[config.mk]
export PLATFORM = sky130hd
export DESIGN_NAME = auto_nav_controller
export DESIGN_NICKNAME = d
export VERILOG_FILES = /design/src/rtl/motor_pkg.sv /design/src/rtl/ultrasonic_ranger.sv /design/src/rtl/auto_nav_controller.sv
export SDC_FILE = /design/constraint.sdc
export NUM_CORES = 1
export LEC_CHECK = 0
export CORE_MARGIN = 5
export CORE_UTILIZATION = 65
export DETAILED_ROUTE_END_ITERATION = 7
export PLACE_DENSITY_LB_ADDON = 0.1
export REMOVE_ABC_BUFFERS = 1
export SYNTH_ARGS = -nofsm -noshare
export SYNTH_HDL_FRONTEND = slang
export SYNTH_SLANG_ARGS = --single-unit
[constraint.sdc]
create_clock -name clk -period 7.6 [get_ports clk]
set_input_delay 2.28 -clock clk [delete_from_list [all_inputs] [get_ports clk]]
set_output_delay 2.28 -clock clk [all_outputs]
set_load 0.05 [all_outputs]
[src/rtl/motor_pkg.sv]
// Motor command encodings shared by the autonomous controller and the motor driver,
// plus small constant helpers for sizing the navigation phase timer.
package motor_pkg;

   typedef enum logic [2:0] {
      MOTOR_STOP     = 3'b000,
      MOTOR_FORWARD  = 3'b001,
      MOTOR_BACKWARD = 3'b010,
      MOTOR_LEFT     = 3'b011,
      MOTOR_RIGHT    = 3'b100,
      MOTOR_AUTO     = 3'b110
   } motor_state_t;

   // Reload value for an N-cycle phase; N=0 is treated as a 1-cycle phase.
   function automatic int unsigned phase_load(input int unsigned n);
      return (n == 32'd0) ? 32'd0 : n - 32'd1;
   endfunction

   // Bits needed to hold the largest reload value among three phase lengths.
   function automatic int unsigned timer_width(input int unsigned a, input int unsigned b,
                                               input int unsigned c);
      int unsigned m;
      m = (a > b) ? a : b;
      m = (m > c) ? m : c;
      return (m < 32'd2) ? 32'd1 : $clog2(m);
   endfunction

endpackage

[src/rtl/ultrasonic_ranger.sv]
// HC-SR04 style ranger: periodic trigger, synchronized echo capture and pulse-width
// measurement with timeout. Publishes echo_width together with a one-cycle meas_valid.
module ultrasonic_ranger #(
   parameter int unsigned CNT_W         = 24,
   parameter int unsigned PERIOD_CYCLES = 6000000,
   parameter int unsigned TRIG_CYCLES   = 1000,
   parameter int unsigned ECHO_TIMEOUT  = 2500000
) (
   input  logic             clk,
   input  logic             rst,
   input  logic             echo,
   output logic             trig,
   output logic [CNT_W-1:0] echo_width,
   output logic             meas_valid
);

   typedef enum logic [1:0] {
      WAIT_RISE,
      COUNT,
      DONE
   } meas_state_t;

   localparam logic [CNT_W-1:0] PERIOD_LAST  = CNT_W'(PERIOD_CYCLES - 1);
   localparam logic [CNT_W-1:0] TRIG_LEN     = CNT_W'(TRIG_CYCLES);
   localparam logic [CNT_W-1:0] TIMEOUT      = CNT_W'(ECHO_TIMEOUT);
   localparam logic [CNT_W-1:0] TIMEOUT_LAST = CNT_W'(ECHO_TIMEOUT - 1);

   logic             echo_meta;
   logic             echo_sync;
   logic             echo_prev;
   logic             echo_rise;
   logic             echo_fall;
   logic [CNT_W-1:0] period_cnt;
   logic [CNT_W-1:0] period_next;
   logic             period_wrap;
   logic             trig_next;
   logic             trig_fall;
   logic [CNT_W-1:0] echo_cnt;
   meas_state_t      meas_state;

   // NOTE: clocked blocks use non-blocking assignments so the synchronizer stages
   // shift one flop per edge instead of collapsing into a single flop.
   always_ff @(posedge clk or posedge rst) begin
      if (rst) begin
         echo_meta <= 1'b0;
         echo_sync <= 1'b0;
         echo_prev <= 1'b0;
      end else begin
         echo_meta <= echo;
         echo_sync <= echo_meta;
         echo_prev <= echo_sync;
      end
   end

   assign echo_rise = echo_sync & ~echo_prev;
   assign echo_fall = ~echo_sync & echo_prev;

   assign period_wrap = (period_cnt == PERIOD_LAST);
   assign period_next = period_wrap ? '0 : period_cnt + 1'b1;
   // trig is registered from the next count so it tracks period_cnt without lag.
   assign trig_next   = (period_next < TRIG_LEN);
   assign trig_fall   = trig & ~trig_next;

   always_ff @(posedge clk or posedge rst) begin
      if (rst) begin
         period_cnt <= '0;
         trig       <= 1'b0;
      end else begin
         period_cnt <= period_next;
         trig       <= trig_next;
      end
   end

   always_ff @(posedge clk or posedge rst) begin
      if (rst) begin
         meas_state <= DONE;
         echo_cnt   <= '0;
         echo_width <= TIMEOUT;
         meas_valid <= 1'b0;
      end else begin
         meas_valid <= 1'b0;
         if (trig_fall) begin
            meas_state <= WAIT_RISE;
            echo_cnt   <= '0;
         end else if (period_wrap && (meas_state != DONE)) begin
            meas_state <= DONE;
         end else begin
            unique case (meas_state)
               WAIT_RISE: begin
                  // While waiting, echo_cnt measures time since trig fell.
                  if (echo_rise) begin
                     echo_cnt   <= '0;
                     meas_state <= COUNT;
                  end else if (echo_cnt == TIMEOUT_LAST) begin
                     echo_width <= TIMEOUT;
                     meas_valid <= 1'b1;
                     meas_state <= DONE;
                  end else begin
                     echo_cnt <= echo_cnt + 1'b1;
                  end
               end
               COUNT: begin
                  if (echo_fall) begin
                     echo_width <= echo_cnt;
                     meas_valid <= 1'b1;
                     meas_state <= DONE;
                  end else if (echo_cnt == TIMEOUT_LAST) begin
                     echo_width <= TIMEOUT;
                     meas_valid <= 1'b1;
                     meas_state <= DONE;
                  end else begin
                     echo_cnt <= echo_cnt + 1'b1;
                  end
               end
               DONE: ;
               default: meas_state <= DONE;
            endcase
         end
      end
   end

endmodule

[src/rtl/auto_nav_controller.sv]
// Autonomous navigation: ranger-driven near flag with hysteresis and an obstacle
// avoidance FSM (forward, hold, back up, turn) producing registered motor commands.
module auto_nav_controller
   import motor_pkg::*;
#(
   parameter int unsigned CNT_W            = 24,
   parameter int unsigned PERIOD_CYCLES    = 6000000,
   parameter int unsigned TRIG_CYCLES      = 1000,
   parameter int unsigned ECHO_TIMEOUT     = 2500000,
   parameter int unsigned STOP_THRESH      = 116000,
   parameter int unsigned CLEAR_THRESH     = 140000,
   parameter int unsigned STOP_HOLD_CYCLES = 20000000,
   parameter int unsigned BACK_CYCLES      = 30000000,
   parameter int unsigned TURN_CYCLES      = 40000000
) (
   input  logic             clk,
   input  logic             rst,
   input  logic             enable,
   input  logic             echo,
   output logic             trig,
   output logic [2:0]       auto_motor_state,
   output logic             obstacle_stop,
   output logic [CNT_W-1:0] echo_width,
   output logic             meas_valid,
   output logic             near
);

   typedef enum logic [2:0] {
      IDLE,
      FWD,
      HOLD,
      BACK,
      TURN
   } nav_state_t;

   // Phase lengths can exceed the ranger counter width, so the timer is sized on its own.
   localparam int unsigned PHASE_W = timer_width(STOP_HOLD_CYCLES, BACK_CYCLES, TURN_CYCLES);
   localparam logic [PHASE_W-1:0] HOLD_LOAD = PHASE_W'(phase_load(STOP_HOLD_CYCLES));
   localparam logic [PHASE_W-1:0] BACK_LOAD = PHASE_W'(phase_load(BACK_CYCLES));
   localparam logic [PHASE_W-1:0] TURN_LOAD = PHASE_W'(phase_load(TURN_CYCLES));
   localparam logic [CNT_W-1:0]   STOP_TH   = CNT_W'(STOP_THRESH);
   localparam logic [CNT_W-1:0]   CLEAR_TH  = CNT_W'(CLEAR_THRESH);

   nav_state_t         state;
   nav_state_t         state_next;
   logic [PHASE_W-1:0] phase_cnt;
   logic [PHASE_W-1:0] phase_next;
   logic               turn_dir;
   logic               turn_dir_next;
   motor_state_t       motor_next;
   logic               obstacle_next;

   ultrasonic_ranger #(
      .CNT_W        (CNT_W),
      .PERIOD_CYCLES(PERIOD_CYCLES),
      .TRIG_CYCLES  (TRIG_CYCLES),
      .ECHO_TIMEOUT (ECHO_TIMEOUT)
   ) u_ranger (
      .clk       (clk),
      .rst       (rst),
      .echo      (echo),
      .trig      (trig),
      .echo_width(echo_width),
      .meas_valid(meas_valid)
   );

   // Widths between the two thresholds keep the previous decision.
   always_ff @(posedge clk or posedge rst) begin
      if (rst) begin
         near <= 1'b0;
      end else if (meas_valid) begin
         if (echo_width < STOP_TH) begin
            near <= 1'b1;
         end else if (echo_width >= CLEAR_TH) begin
            near <= 1'b0;
         end
      end
   end

   // NOTE: every signal written here gets a default first, so no path leaves it
   // unassigned and no latch is inferred.
   always_comb begin
      state_next    = state;
      phase_next    = phase_cnt;
      turn_dir_next = turn_dir;
      if (!enable) begin
         state_next = IDLE;
         phase_next = '0;
      end else begin
         unique case (state)
            IDLE: state_next = FWD;
            FWD: begin
               if (near) begin
                  state_next = HOLD;
                  phase_next = HOLD_LOAD;
               end
            end
            HOLD: begin
               if (phase_cnt == '0) begin
                  state_next = BACK;
                  phase_next = BACK_LOAD;
               end else begin
                  phase_next = phase_cnt - 1'b1;
               end
            end
            BACK: begin
               if (phase_cnt == '0) begin
                  state_next = TURN;
                  phase_next = TURN_LOAD;
               end else begin
                  phase_next = phase_cnt - 1'b1;
               end
            end
            TURN: begin
               if (phase_cnt == '0) begin
                  state_next    = FWD;
                  phase_next    = '0;
                  turn_dir_next = ~turn_dir;
               end else begin
                  phase_next = phase_cnt - 1'b1;
               end
            end
            default: begin
               state_next = IDLE;
               phase_next = '0;
            end
         endcase
      end

      // Outputs are decoded from the next state so the registered pins match the state.
      motor_next    = MOTOR_STOP;
      obstacle_next = 1'b0;
      unique case (state_next)
         FWD:     motor_next = MOTOR_FORWARD;
         HOLD:    obstacle_next = 1'b1;
         BACK:    motor_next = MOTOR_BACKWARD;
         TURN:    motor_next = turn_dir_next ? MOTOR_RIGHT : MOTOR_LEFT;
         default: motor_next = MOTOR_STOP;
      endcase
   end

   always_ff @(posedge clk or posedge rst) begin
      if (rst) begin
         state            <= IDLE;
         phase_cnt        <= '0;
         turn_dir         <= 1'b0;
         auto_motor_state <= MOTOR_STOP;
         obstacle_stop    <= 1'b0;
      end else begin
         state            <= state_next;
         phase_cnt        <= phase_next;
         turn_dir         <= turn_dir_next;
         auto_motor_state <= motor_next;
         obstacle_stop    <= obstacle_next;
      end
   end

endmodule

==> summary.md <==
| Metric | Value |
|---|---|
| DRT iter0 DRCs | `524` |
| # fillers | `690` |
| Leading register cell type out of synthesis | `dfrtp_1` |
| Layout cells sized above 1 | `0.08367` |
| Antenna fix cells | `0` |
| Site row count | `36` |
| F_max | `0.2380 GHz` |
| # resized after CTS | `0` |
| EDFF count, synth | `0` |
| Hold buffers post-CTS | `0` |
| First-pass DRT Iterations | `5` |
| TritonCTS clock tree | `done` |
| Final #Nets | `736` |
| Relative slew slack | `0.1171` |
| Worst Skew | `0.004454 ns` |
| Chip Width | `109.1 µm` |
| Post-Synthesis Cell Area | `0.006379 mm²` |
| Starting Density | `0.6587` |
| Die height | `109.1 µm` |
| Worst r2r dst | `u_ranger.echo_width[6]` |
| Drt drc | `0` |
| Clock Sinks | `114` |
| GRT Overall Usage | `0.2951` |
| Synth warnings | `0` |
| Syn avg cell area | `8.959 µm²` |
| Routed Antenna Nets | `0` |
| Register Area | `0.002864 mm²` |
| CP required | `5.32 ns` |
| R2R depth | `8` |
| Buf/Inv on CP | `1` |
| Final setup fails | `0` |
| Post-synthesis register bit count | `114` |
| Slew Viols, Final | `0` |
| Synth async-reset ratio | `1.000` |
| Num CTS Buffers | `17` |
| Post-CTS Setup Bufs | `0` |
| Maximum vdd ir drop | `225.0 µV` |
| CP startpoint | `u_ranger.echo_width[8]` |
| Overall Power | `2388 µW` |
| Setup_tns | `0 ns` |
| Period utilization | `0.5529` |
| Total gr overflow | `0` |
| Delay-heaviest family, CP | `buffers and inverters` |
| Slew @ Worst Pin | `1.314 ns` |
| Vias in the first global route | `5669` |
| Most common cell after layout, fill and taps aside | `dfrtp_1` |
| Min cycle time layout | `4.202 ns` |
| Synth cell types | `72` |
| Critical Path Sink Type | `output port` |
| Crit path to | `echo_width[8]` |
| CORE AREA | `0.009684 mm²` |
| RR Startpoint | `u_ranger.period_cnt[0]` |
| Final hold violations | `0` |
| Placer congestion estimate | `0.8856` |
| Post-synthesis sequential area ratio | `0.4490` |
| CP Cell Sequence | `clkdlybuf4s50_1` |
| Area growth syn-to-layout | `15.05%` |
| Initial antenna violation count | `0` |
| CP max stage cell | `clkdlybuf4s50_1` |
| PnR worst setup slack | `3.398 ns` |
| Run status | `finished, final reports clean` |
| Crit path depth | `1` |
| Finished Layout Cells | `874` |
| HP Class | `register to register` |
| Commonest non-fill, non-tap cells in the layout | `105 x dfrtp_1, 66 x nand2_1, 63 x nor2_1` |
| R2r setup slk | `3.62 ns` |
| Cells after synthesis | `712` |
| Clock latency at the later pin of the worst-skew pair | `0.53 ns` |
| Worst setup SP type | `register` |
| RSZ-0062 raised after global routing | `false` |
| Clock Path Buffers | `2` |
| Dpl ws | `3.098 ns` |
| Number of port buffers | `34` |
| CTS H-tree lvls | `4` |
| Die area | `0.01189 mm²` |
| Setup Crit Path Kind | `register to output port` |
| CP peak stage delay | `0.81 ns` |
| Hpwl dp | `10580 µm` |
| CTS clock-pin slew for the worst setup and hold paths | `0.06 ns` |
| Via Count | `5778` |
| Largest net degree at the start of global routing | `64` |
| Footprint of the multi-input gates | `0.003198 mm²` |
| Root buf cell | `clkbuf_8` |
| Wirelength per Cell | `18.81 µm` |
| IO Pins | `35` |
| Worst Path Arrival | `1.92 ns` |
| Power Dens Cells | `325.5 mW/mm²` |
| # Max-Cap Violations | `0` |
| Inst Count DP | `842` |
| Vias/cell | `6.611` |
| P_leak | `0.003073 µW` |
| First-pass GRT wire length | `27670 µm` |
| Final wirelength | `16440 µm` |
| Crit-path max FO | `5` |
==> cell usage after synthesis (all sizes together), types with 3 or more instances <==
master | number | share of area
o32a | 8 | 0.013
a31oi | 12 | 0.012
xnor2 | 15 | 0.021
o31a | 3 | 0.0041
nor2b | 7 | 0.0069
and3 | 8 | 0.0078
or3 | 12 | 0.012
buf | 17 | 0.018
nor2 | 63 | 0.037
o311ai | 3 | 0.0041
o21a | 3 | 0.0035
a21o | 14 | 0.016
a211o | 6 | 0.0082
a21oi | 45 | 0.035
nor3b | 3 | 0.0035
ha | 4 | 0.0078
nand4 | 21 | 0.021
o21ai | 44 | 0.035
or4b | 3 | 0.0053
or2 | 6 | 0.0059
xor2 | 11 | 0.015
nor3 | 33 | 0.026
nand3 | 24 | 0.020
nand2b | 16 | 0.016
dfstp | 9 | 0.037
dfrtp | 105 | 0.41
o32ai | 16 | 0.026
o31ai | 5 | 0.0059
nand4b | 4 | 0.0055
nor4 | 16 | 0.020
nand2 | 66 | 0.039
and2 | 10 | 0.0098
inv | 31 | 0.018
clkbuf | 23 | 0.014
and4 | 4 | 0.0055
or4 | 8 | 0.0094
==> cells by family after synthesis <==
family	Yosys count	synth area share
buffers and inverters	71	0.04982
flip-flops	114	0.4490
XOR/XNOR	26	0.03570
AND/OR/NAND/NOR	311	0.2595
adder cells (fa/ha/maj)	4	0.007847
AO/OA/AOI/OAI	186	0.1981
==> worst min-delay path by stage <==
stage                       start            endpoint  slack (ns)  cells past startpoint
2_1_floorplan  u_ranger.echo_meta  u_ranger.echo_sync        0.33                      0
6_report       u_ranger.echo_meta  u_ranger.echo_sync        0.35                      0
3_3_place_gp   u_ranger.echo_meta  u_ranger.echo_sync        0.33                      0
3_5_place_dp   u_ranger.echo_meta  u_ranger.echo_sync        0.33                      0
4_1_cts        u_ranger.echo_meta  u_ranger.echo_sync        0.35                      0
5_1_grt        u_ranger.echo_meta  u_ranger.echo_sync        0.37                      0
==> stage by stage <==
| stage | instance area [µm²] | utilization | hold WS [ns] |
|---|---|---|---|
| floorplan | 6177 | - | 0.3312 |
| global placement | 6710 | 0.6929 | 0.3347 |
| detailed placement | 6710 | 0.6929 | 0.3347 |
| finish | 7338 | 0.7578 | 0.3468 |
| global route | 7338 | 0.7578 | 0.3734 |
| CTS | 7338 | 0.7578 | 0.3480 |
==> registers in the layout (all words and copies together) (netlist names) <==
register / cells
phase_cnt: 26
obstacle_stop: 1
auto_motor_state: 3
near: 1
u_ranger.echo_meta: 1
u_ranger.meas_state: 2
u_ranger.echo_cnt: 24
u_ranger.meas_valid: 1
state: 3
u_ranger.period_cnt: 24
u_ranger.echo_prev: 1
u_ranger.trig: 1
u_ranger.echo_sync: 1
u_ranger.echo_width: 24
turn_dir: 1
==> area by class of cell <==
type,instances,share of cell area
clock buffer,22,0.06445
clock inverter,10,0.02114
inverter,31,0.01620
multi-input combinational,527,0.4358
sequential,114,0.3903
tap,133,0.02268
timing repair buffer,37,0.04945
==> layer usage <==
metal	global-route usage	up-vias	share of wire
met3	0.05921	32	0.079
li1	-	2649	-
met2	0.4706	285	0.48
met5	0	-	0
met4	0.1028	0	0.017
met1	0.4030	2812	0.42
==> where the power goes <==
part	total, µW	switching [µW]	internal (µW)	leakage [µW]
clock	843	278	565	0.000307
sequential	843	123	720	0.00151
combinational	703	449	254	0.00126
total	2390	850	1540	0.00307
Note: power is estimated with default switching activity, not from simulation.
